### src/rtl/mips_io_pkg.sv
// Shared constants for the MIPS memory-mapped I/O port: register word addresses
// and the bit layout of the status/control register.
package mips_io_pkg;

    localparam logic [31:0] ADDR_PORT_OUT = 32'h1001_0024;
    localparam logic [31:0] ADDR_PORT_IN  = 32'h1001_0028;
    localparam logic [31:0] ADDR_STATUS   = 32'h1001_002C;

    localparam int FLAG_LSB = 0;
    localparam int EN_LSB   = 8;
    localparam int LVL_LSB  = 16;
    localparam int FIELD_W  = 8;

endpackage

### src/rtl/mips_io_port_if.sv
// Data-bus view of the I/O port as seen from the core's lw/sw path.
interface mips_io_port_if;
    import mips_io_pkg::*;

    logic [31:0] Address;
    logic [31:0] WriteData;
    logic        MemWrite;
    logic        MemRead;
    logic [31:0] ReadData;
    logic        Hit;

    modport master (
        output Address, WriteData, MemWrite, MemRead,
        input  ReadData, Hit
    );

    modport slave (
        input  Address, WriteData, MemWrite, MemRead,
        output ReadData, Hit
    );

endinterface

### src/rtl/io_debounce_bit.sv
// One input pin: two-flop synchroniser, stability counter, accepted level and
// a single-cycle pulse that is high on the edge where the level goes 0->1.
module io_debounce_bit
    import mips_io_pkg::*;
#(
    parameter int DEBOUNCE_CYCLES = 16
) (
    input  logic clk,
    input  logic reset,
    input  logic pin,
    output logic level,
    output logic rise
);

    localparam int             CW       = $clog2(DEBOUNCE_CYCLES + 1);
    localparam logic [CW-1:0]  CNT_LAST = CW'(DEBOUNCE_CYCLES - 1);

    logic          r_s1;
    logic          r_s2;
    logic          r_level;
    logic [CW-1:0] r_cnt;
    logic          w_done;

    // The count only advances while the synced pin disagrees with the accepted level.
    assign w_done = (r_s2 != r_level) && (r_cnt == CNT_LAST);
    assign rise   = w_done && r_s2;
    assign level  = r_level;

    always_ff @(posedge clk or negedge reset) begin
        if (!reset) begin
            r_s1    <= 1'b0;
            r_s2    <= 1'b0;
            r_level <= 1'b0;
            r_cnt   <= '0;
        end else begin
            r_s1 <= pin;
            r_s2 <= r_s1;
            if (r_s2 == r_level) begin
                r_cnt <= '0;
            end else if (w_done) begin
                r_level <= r_s2;
                r_cnt   <= '0;
            end else begin
                r_cnt <= r_cnt + CW'(1);
            end
        end
    end

endmodule

### src/rtl/mips_io_port.sv
// Memory-mapped I/O peripheral: PortOut register, debounced PortIn with sticky
// rising-edge flags, per-pin interrupt enables and a registered Irq.
module mips_io_port #(
    parameter int          IN_WIDTH        = 8,
    parameter int          DEBOUNCE_CYCLES = 16,
    parameter logic [31:0] ADDR_PORT_OUT   = mips_io_pkg::ADDR_PORT_OUT,
    parameter logic [31:0] ADDR_PORT_IN    = mips_io_pkg::ADDR_PORT_IN,
    parameter logic [31:0] ADDR_STATUS     = mips_io_pkg::ADDR_STATUS
) (
    input  logic                clk,
    input  logic                reset,
    mips_io_port_if.slave       bus,
    input  logic [IN_WIDTH-1:0] PortIn,
    output logic [31:0]         PortOut,
    output logic                Irq
);
    import mips_io_pkg::*;

    logic [IN_WIDTH-1:0] w_level;
    logic [IN_WIDTH-1:0] w_rise;
    logic [IN_WIDTH-1:0] w_w1c;
    logic [IN_WIDTH-1:0] r_flags;
    logic [IN_WIDTH-1:0] r_en;
    logic [31:0]         r_port_out;
    logic                r_irq;

    logic                w_sel_out;
    logic                w_sel_in;
    logic                w_sel_st;
    logic                w_hit;
    logic                w_wr_out;
    logic                w_wr_st;
    logic [FIELD_W-1:0]  w_flag_f;
    logic [FIELD_W-1:0]  w_en_f;
    logic [FIELD_W-1:0]  w_lvl_f;
    logic [31:0]         w_status;
    logic [31:0]         w_lvl_word;
    logic [31:0]         w_rdata;

    genvar gi;
    generate
        for (gi = 0; gi < IN_WIDTH; gi++) begin : g_pin
            io_debounce_bit #(
                .DEBOUNCE_CYCLES(DEBOUNCE_CYCLES)
            ) u_deb (
                .clk  (clk),
                .reset(reset),
                .pin  (PortIn[gi]),
                .level(w_level[gi]),
                .rise (w_rise[gi])
            );
        end
    endgenerate

    // Full-width compare also rejects any misaligned byte address.
    assign w_sel_out = (bus.Address == ADDR_PORT_OUT);
    assign w_sel_in  = (bus.Address == ADDR_PORT_IN);
    assign w_sel_st  = (bus.Address == ADDR_STATUS);
    assign w_hit     = reset && (bus.MemRead || bus.MemWrite) && (w_sel_out || w_sel_in || w_sel_st);
    assign w_wr_out  = bus.MemWrite && w_sel_out;
    assign w_wr_st   = bus.MemWrite && w_sel_st;
    assign w_w1c     = w_wr_st ? bus.WriteData[FLAG_LSB +: IN_WIDTH] : '0;

    always_ff @(posedge clk or negedge reset) begin
        if (!reset) begin
            r_port_out <= '0;
            r_flags    <= '0;
            r_en       <= '0;
            r_irq      <= 1'b0;
        end else begin
            if (w_wr_out) r_port_out <= bus.WriteData;
            if (w_wr_st)  r_en       <= bus.WriteData[EN_LSB +: IN_WIDTH];
            // A rise on the same edge as its W1C keeps the flag set.
            r_flags <= (r_flags & ~w_w1c) | w_rise;
            r_irq   <= |(r_flags & r_en);
        end
    end

    always_comb begin
        w_flag_f                  = '0;
        w_en_f                    = '0;
        w_lvl_f                   = '0;
        w_lvl_word                = '0;
        w_status                  = '0;
        w_flag_f[IN_WIDTH-1:0]    = r_flags;
        w_en_f[IN_WIDTH-1:0]      = r_en;
        w_lvl_f[IN_WIDTH-1:0]     = w_level;
        w_lvl_word[IN_WIDTH-1:0]  = w_level;
        w_status[FLAG_LSB +: FIELD_W] = w_flag_f;
        w_status[EN_LSB +: FIELD_W]   = w_en_f;
        w_status[LVL_LSB +: FIELD_W]  = w_lvl_f;
        w_rdata = '0;
        if (bus.MemRead && w_hit) begin
            if (w_sel_out)     w_rdata = r_port_out;
            else if (w_sel_in) w_rdata = w_lvl_word;
            else               w_rdata = w_status;
        end
    end

    assign bus.ReadData = w_rdata;
    assign bus.Hit      = w_hit;
    assign PortOut      = r_port_out;
    assign Irq          = r_irq;

endmodule

### src/flat_wrapper.sv
// flat-port wrapper written by rule: the top's interface ports become plain ports
module mips_io_port_flat import mips_io_pkg::*;
#(
    parameter int          IN_WIDTH        = 8,
    parameter int          DEBOUNCE_CYCLES = 16,
    parameter logic [31:0] ADDR_PORT_OUT   = mips_io_pkg::ADDR_PORT_OUT,
    parameter logic [31:0] ADDR_PORT_IN    = mips_io_pkg::ADDR_PORT_IN,
    parameter logic [31:0] ADDR_STATUS     = mips_io_pkg::ADDR_STATUS
)
  (clk, reset, PortIn, PortOut, Irq, bus_Address, bus_WriteData, bus_MemWrite, bus_MemRead, bus_ReadData, bus_Hit);
  mips_io_port_if bus_i ();
  input  logic clk;
  input  logic reset;
  input  logic [IN_WIDTH-1:0] PortIn;
  output logic [31:0] PortOut;
  output logic Irq;
  input wire logic [$bits(bus_i.Address)-1:0] bus_Address;
  input wire logic [$bits(bus_i.WriteData)-1:0] bus_WriteData;
  input wire logic [$bits(bus_i.MemWrite)-1:0] bus_MemWrite;
  input wire logic [$bits(bus_i.MemRead)-1:0] bus_MemRead;
  output wire logic [$bits(bus_i.ReadData)-1:0] bus_ReadData;
  output wire logic [$bits(bus_i.Hit)-1:0] bus_Hit;
  assign bus_i.Address = bus_Address;
  assign bus_i.WriteData = bus_WriteData;
  assign bus_i.MemWrite = bus_MemWrite;
  assign bus_i.MemRead = bus_MemRead;
  assign bus_ReadData = bus_i.ReadData;
  assign bus_Hit = bus_i.Hit;
  mips_io_port #(.IN_WIDTH(IN_WIDTH), .DEBOUNCE_CYCLES(DEBOUNCE_CYCLES), .ADDR_PORT_OUT(ADDR_PORT_OUT), .ADDR_PORT_IN(ADDR_PORT_IN), .ADDR_STATUS(ADDR_STATUS)) u_core (.clk(clk), .reset(reset), .bus(bus_i), .PortIn(PortIn), .PortOut(PortOut), .Irq(Irq));
endmodule
### config.mk
export PLATFORM = sky130hd
export DESIGN_NAME = mips_io_port_flat
export DESIGN_NICKNAME = d
export VERILOG_FILES = /design/src/rtl/mips_io_pkg.sv /design/src/rtl/mips_io_port_if.sv /design/src/rtl/io_debounce_bit.sv /design/src/rtl/mips_io_port.sv /design/src/flat_wrapper.sv
export SDC_FILE = /design/constraint.sdc
export NUM_CORES = 1
export LEC_CHECK = 0
export ABC_CLOCK_PERIOD_IN_PS = 3900
export CAP_MARGIN = 0
export CORE_MARGIN = 3
export CORE_UTILIZATION = 30
export CTS_CLUSTER_SIZE = 25
export DETAILED_ROUTE_END_ITERATION = 7
export GPL_ROUTABILITY_DRIVEN = 0
export PLACE_DENSITY_LB_ADDON = 0.05
export SYNTH_ARGS = -nofsm -noshare
export SYNTH_HDL_FRONTEND = slang
export SYNTH_SLANG_ARGS = --single-unit
export TNS_END_PERCENT = 10
### constraint.sdc
create_clock -name clk -period 3.9 [get_ports clk]
set_clock_uncertainty 0.05 [all_clocks]
set_input_delay 1.17 -clock clk [delete_from_list [all_inputs] [get_ports clk]]
set_output_delay 1.17 -clock clk [all_outputs]
set_load 0.005 [all_outputs]
==> summary.md <==
| Metric | Value |
|---|---|
| Netlist Area Pre-Place | 5187 um2 |
| CP arrival | 3100 ps |
| Overflow after GRT | 0 |
| Setup violators final | 33 |
| Fmax | 231.5 MHz |
| # IOs | 142 |
| Clock network power share | 54.7% |
| Total number of yosys warnings | 0 |
| TritonCTS Sinks | roughly 110 |
| Post-DP Area | 6998 um2 |
| Post-synth top area cell | dfrtp_1 |
| Largest net degree at the start of global routing | a little under 70 |
| Crit end category | output port |
| Min Tclk post-route | 4320 ps |
| Critical Path, Cell by Cell | buf_6, nor4b_4, nand4_4, or4_4, buf_12, buf_8, buf_12, a211oi_2, buf_2 |
| Failing checks | negative setup slack |
| Final WL | 14310 um |
| Worst-Margin Slew | 842.3 ps |
| Share of cells above drive strength 1 | 32.58% |
| RSZ-0062 raised after global routing | yes |
| Switching Power | 0.6371 mW |
| Ranking of synthesized cells by area | dfrtp_1 (55%), mux2_4 (8.7%), xor2_1 (4.1%), nand3_1 (3.1%), nor2_1 (2.8%) |
| CP Class | input port to output port |
| Residual DRC | 0 |
| Initial antenna violation count | 0 |
| Initial Utilization | 30.95% |
| Vias per inst | about 4.6 |
| Worst-case clock buffer depth | 2 |
| IO buf count | 141 |
| Clk_lat worst skew | roughly 400 ps |
| Post-route clock period utilization | 110.8% |
| Syn Area/Cell | 12.12 um2 |
| Inst Count DP | 795 |
| GRT Resource Usage Total | 15.88% |
| Main flop type after synthesis | dfrtp_1 |
| Mapped Cells | roughly 430 |
| Nets | 694 |
| Part of the power in registers | 39.9% |
| CP delay by family, top | simple AND/OR/NAND/NOR gates |
| Post-route cell area | 7766 um2 |
| Async set-or-reset flop fraction in the synthesized netlist | 100.0% |
| # diodes | 0 |
| Routed vias | between 3000 and 4000 |
| H-tree level count | 4 |
| Pre-antenna DRT Iters | 4 |
| Buffer and inverter count on the worst path | 5 |
| CP Launch Type | input port |
| Max transition margin | 43.84% |
| Netlist cell types | 35 |
| Top cell type's share of synthesized area | 54.51% |
| Row cnt | between 40 and 50 |
| Clock Tree Root | clkbuf_16 |
| PnR worst setup slack | -419.8 ps |
| Core area | roughly 17000 um2 |
| Crit path largest cell delay | 590 ps |
| Synth top cells by count | dfrtp_1 (113), nor2_1 (39), nand2_1 (34), nand3_1 (32), mux2_4 (30) |
| Die area | 18900 um2 |
| Outcome | finished with violations |
| CTS tree | done |
| Die width | ~140 um |
| Leak | 3.731 nW |
| Logic pwr share | 5.4% |
| Hold_buf cts | 0 |
| Max-slew violation count | 0 |
| Int Pwr | 2.425 mW |
| Synth Net Count | slightly above 500 |
| Synth Register Bits | between 100 and 150 |
| Hold Vio Cnt, Final | 0 |
| Type of the tightest min-delay check | flip-flop to flip-flop |
| Most used cell, CP | buf_12 |
| Worst Path Required | around 2700 ps |
| Die H | 137.5 um |
| Power, Total | 3.062 mW |
| Post-route ant nets | 0 |
| Peak supply drop | 307.0 uV |
| Sw Ratio | roughly a fifth |
| Power Density | 394.2 nW/um2 |
| First-pass GRT wire length | 22480 um |
| Worst-path fanout max | 5 |
| Post-Layout Cell Count | about 840 |
| Vias in the first global route | roughly 4100 |
| Max Cap Viol | 0 |
| Area Growth Syn to Fin | 49.71% |
| Seq/Total Area, Yosys | between 50 and 60% |
| EDFF count, synth | 0 |
| Clk slew on worst S/H paths | 50 ps |
| Post-DP HPWL | 10140 um |
| WL/cell | ~17 um |
| Crit-path slowest cell | or4_4 |
| Iter 0 DRT Violations | 141 |
| TritonCTS Buffers | 17 |
| Cell with the most instances after synthesis | dfrtp_1 |
==> layout by cell type (no fill, tap or decap), types with 7 or more instances in the layout <==
cell	instances
a21oi_2	10
a32o_1	8
and2_1	18
and3_1	9
buf_12	7
buf_2	40
buf_4	23
buf_6	16
clkbuf_16	17
clkdlybuf4s50_1	78
dfrtp_1	113
ha_1	8
inv_1	15
mux2_4	30
mux2i_1	8
nand2_1	31
nand3_1	32
nor2_1	33
o21ai_0	17
xor2_1	24
==> final timing paths <==
kind / startpoint / end / slack, ps / cells after the start
worst max-delay path: bus_Address[22] / bus_ReadData[1] / -420 / 9
worst min-delay path: u_core.g_pin[5].u_deb.r_s1$_DFF_PN0_ / u_core.g_pin[5].u_deb.r_s2$_DFF_PN0_ / 300 / 0
worst max register to register: u_core.g_pin[1].u_deb.r_cnt[0]$_DFF_PN0_ / u_core.g_pin[1].u_deb.r_cnt[3]$_DFF_PN0_ / 2620 / 4
worst min register to register: u_core.g_pin[5].u_deb.r_s1$_DFF_PN0_ / u_core.g_pin[5].u_deb.r_s2$_DFF_PN0_ / 300 / 0
max in group asynchronous: reset / u_core.r_flags[0]$_DFF_PN0_ / 1690 / 3
min in group asynchronous: reset / u_core.g_pin[7].u_deb.r_cnt[3]$_DFF_PN0_ / 960 / 2
==> metal layers <==
layer,wire length (um),share of wire [%],track usage [%]
met5,0,0,0
met4,172,1.2,5.211
met3,1034,7.2,5.442
met2,6802,48,25.05
met1,6296,44,20.47
==> sequential cells by signal, summed over array words and instances, names as in the netlist <==
register                  count
u_core.r_en                   8
u_core.g_pin.u_deb.r_cnt     40
u_core.PortOut               32
u_core.Irq                    1
u_core.g_pin.u_deb.r_s1       8
u_core.g_pin.u_deb.level      8
u_core.g_pin.u_deb.r_s2       8
u_core.r_flags                8
==> kinds of logic after synthesis <==
kind of cell | synth area share [%]
AOI/OAI and AO/OA | 7.236
muxes | 12.40
buffers and inverters | 2.918
xor gates and xnor gates | 4.052
DFF | 54.51
adders and majority gates | 1.930
and+or+nand+nor | 16.96
==> metrics by stage <==
stage / setup TNS, ps / utilization (%) / hold WS, ps / worst slack [ps]
2_1_floorplan: 0 / - / 281.2 / 2.434
3_3_place_gp: -32650 / 41.75 / 285.3 / -1069
3_5_place_dp: -33800 / 41.75 / 284.7 / -1118
4_1_cts: -11180 / 45.71 / 297.3 / -409.5
5_1_grt: -12940 / 46.34 / 303.7 / -505.4
6_report: -9998 / 46.34 / 295.8 / -419.8
==> cell type report <==
cell class,instances,area [um2]
Clock inverter,10,155.1
Tap cell,220,275.3
Inverter,15,56.30
Clock buffer,22,484.2
Fill cell,1570,8994
Sequential cell,113,2828
Timing Repair Buffer,178,1605
Multi-Input combinational cell,285,2362
==> timing repair <==
action                                  4_1_cts  5_1_grt
resized for setup                           250       33
endpoints found under the setup margin       33       33
hold endpoints to repair                      0        0
setup buffers                                12        5
pin swaps                                    24       19
gates cloned                                  1        0
==> power by group through the flow <==
stage	Combinational, mW	Clock [mW]	Sequential, mW
after floorplan	0.0448	0	1.24
after global placement	0.170	0	1.24
after detailed placement	0.174	0	1.24
after CTS	0.167	1.71	1.22
after global routing	0.186	1.77	1.23
final	0.164	1.68	1.22
No activity file was read; power rests on OpenSTA's default activity.
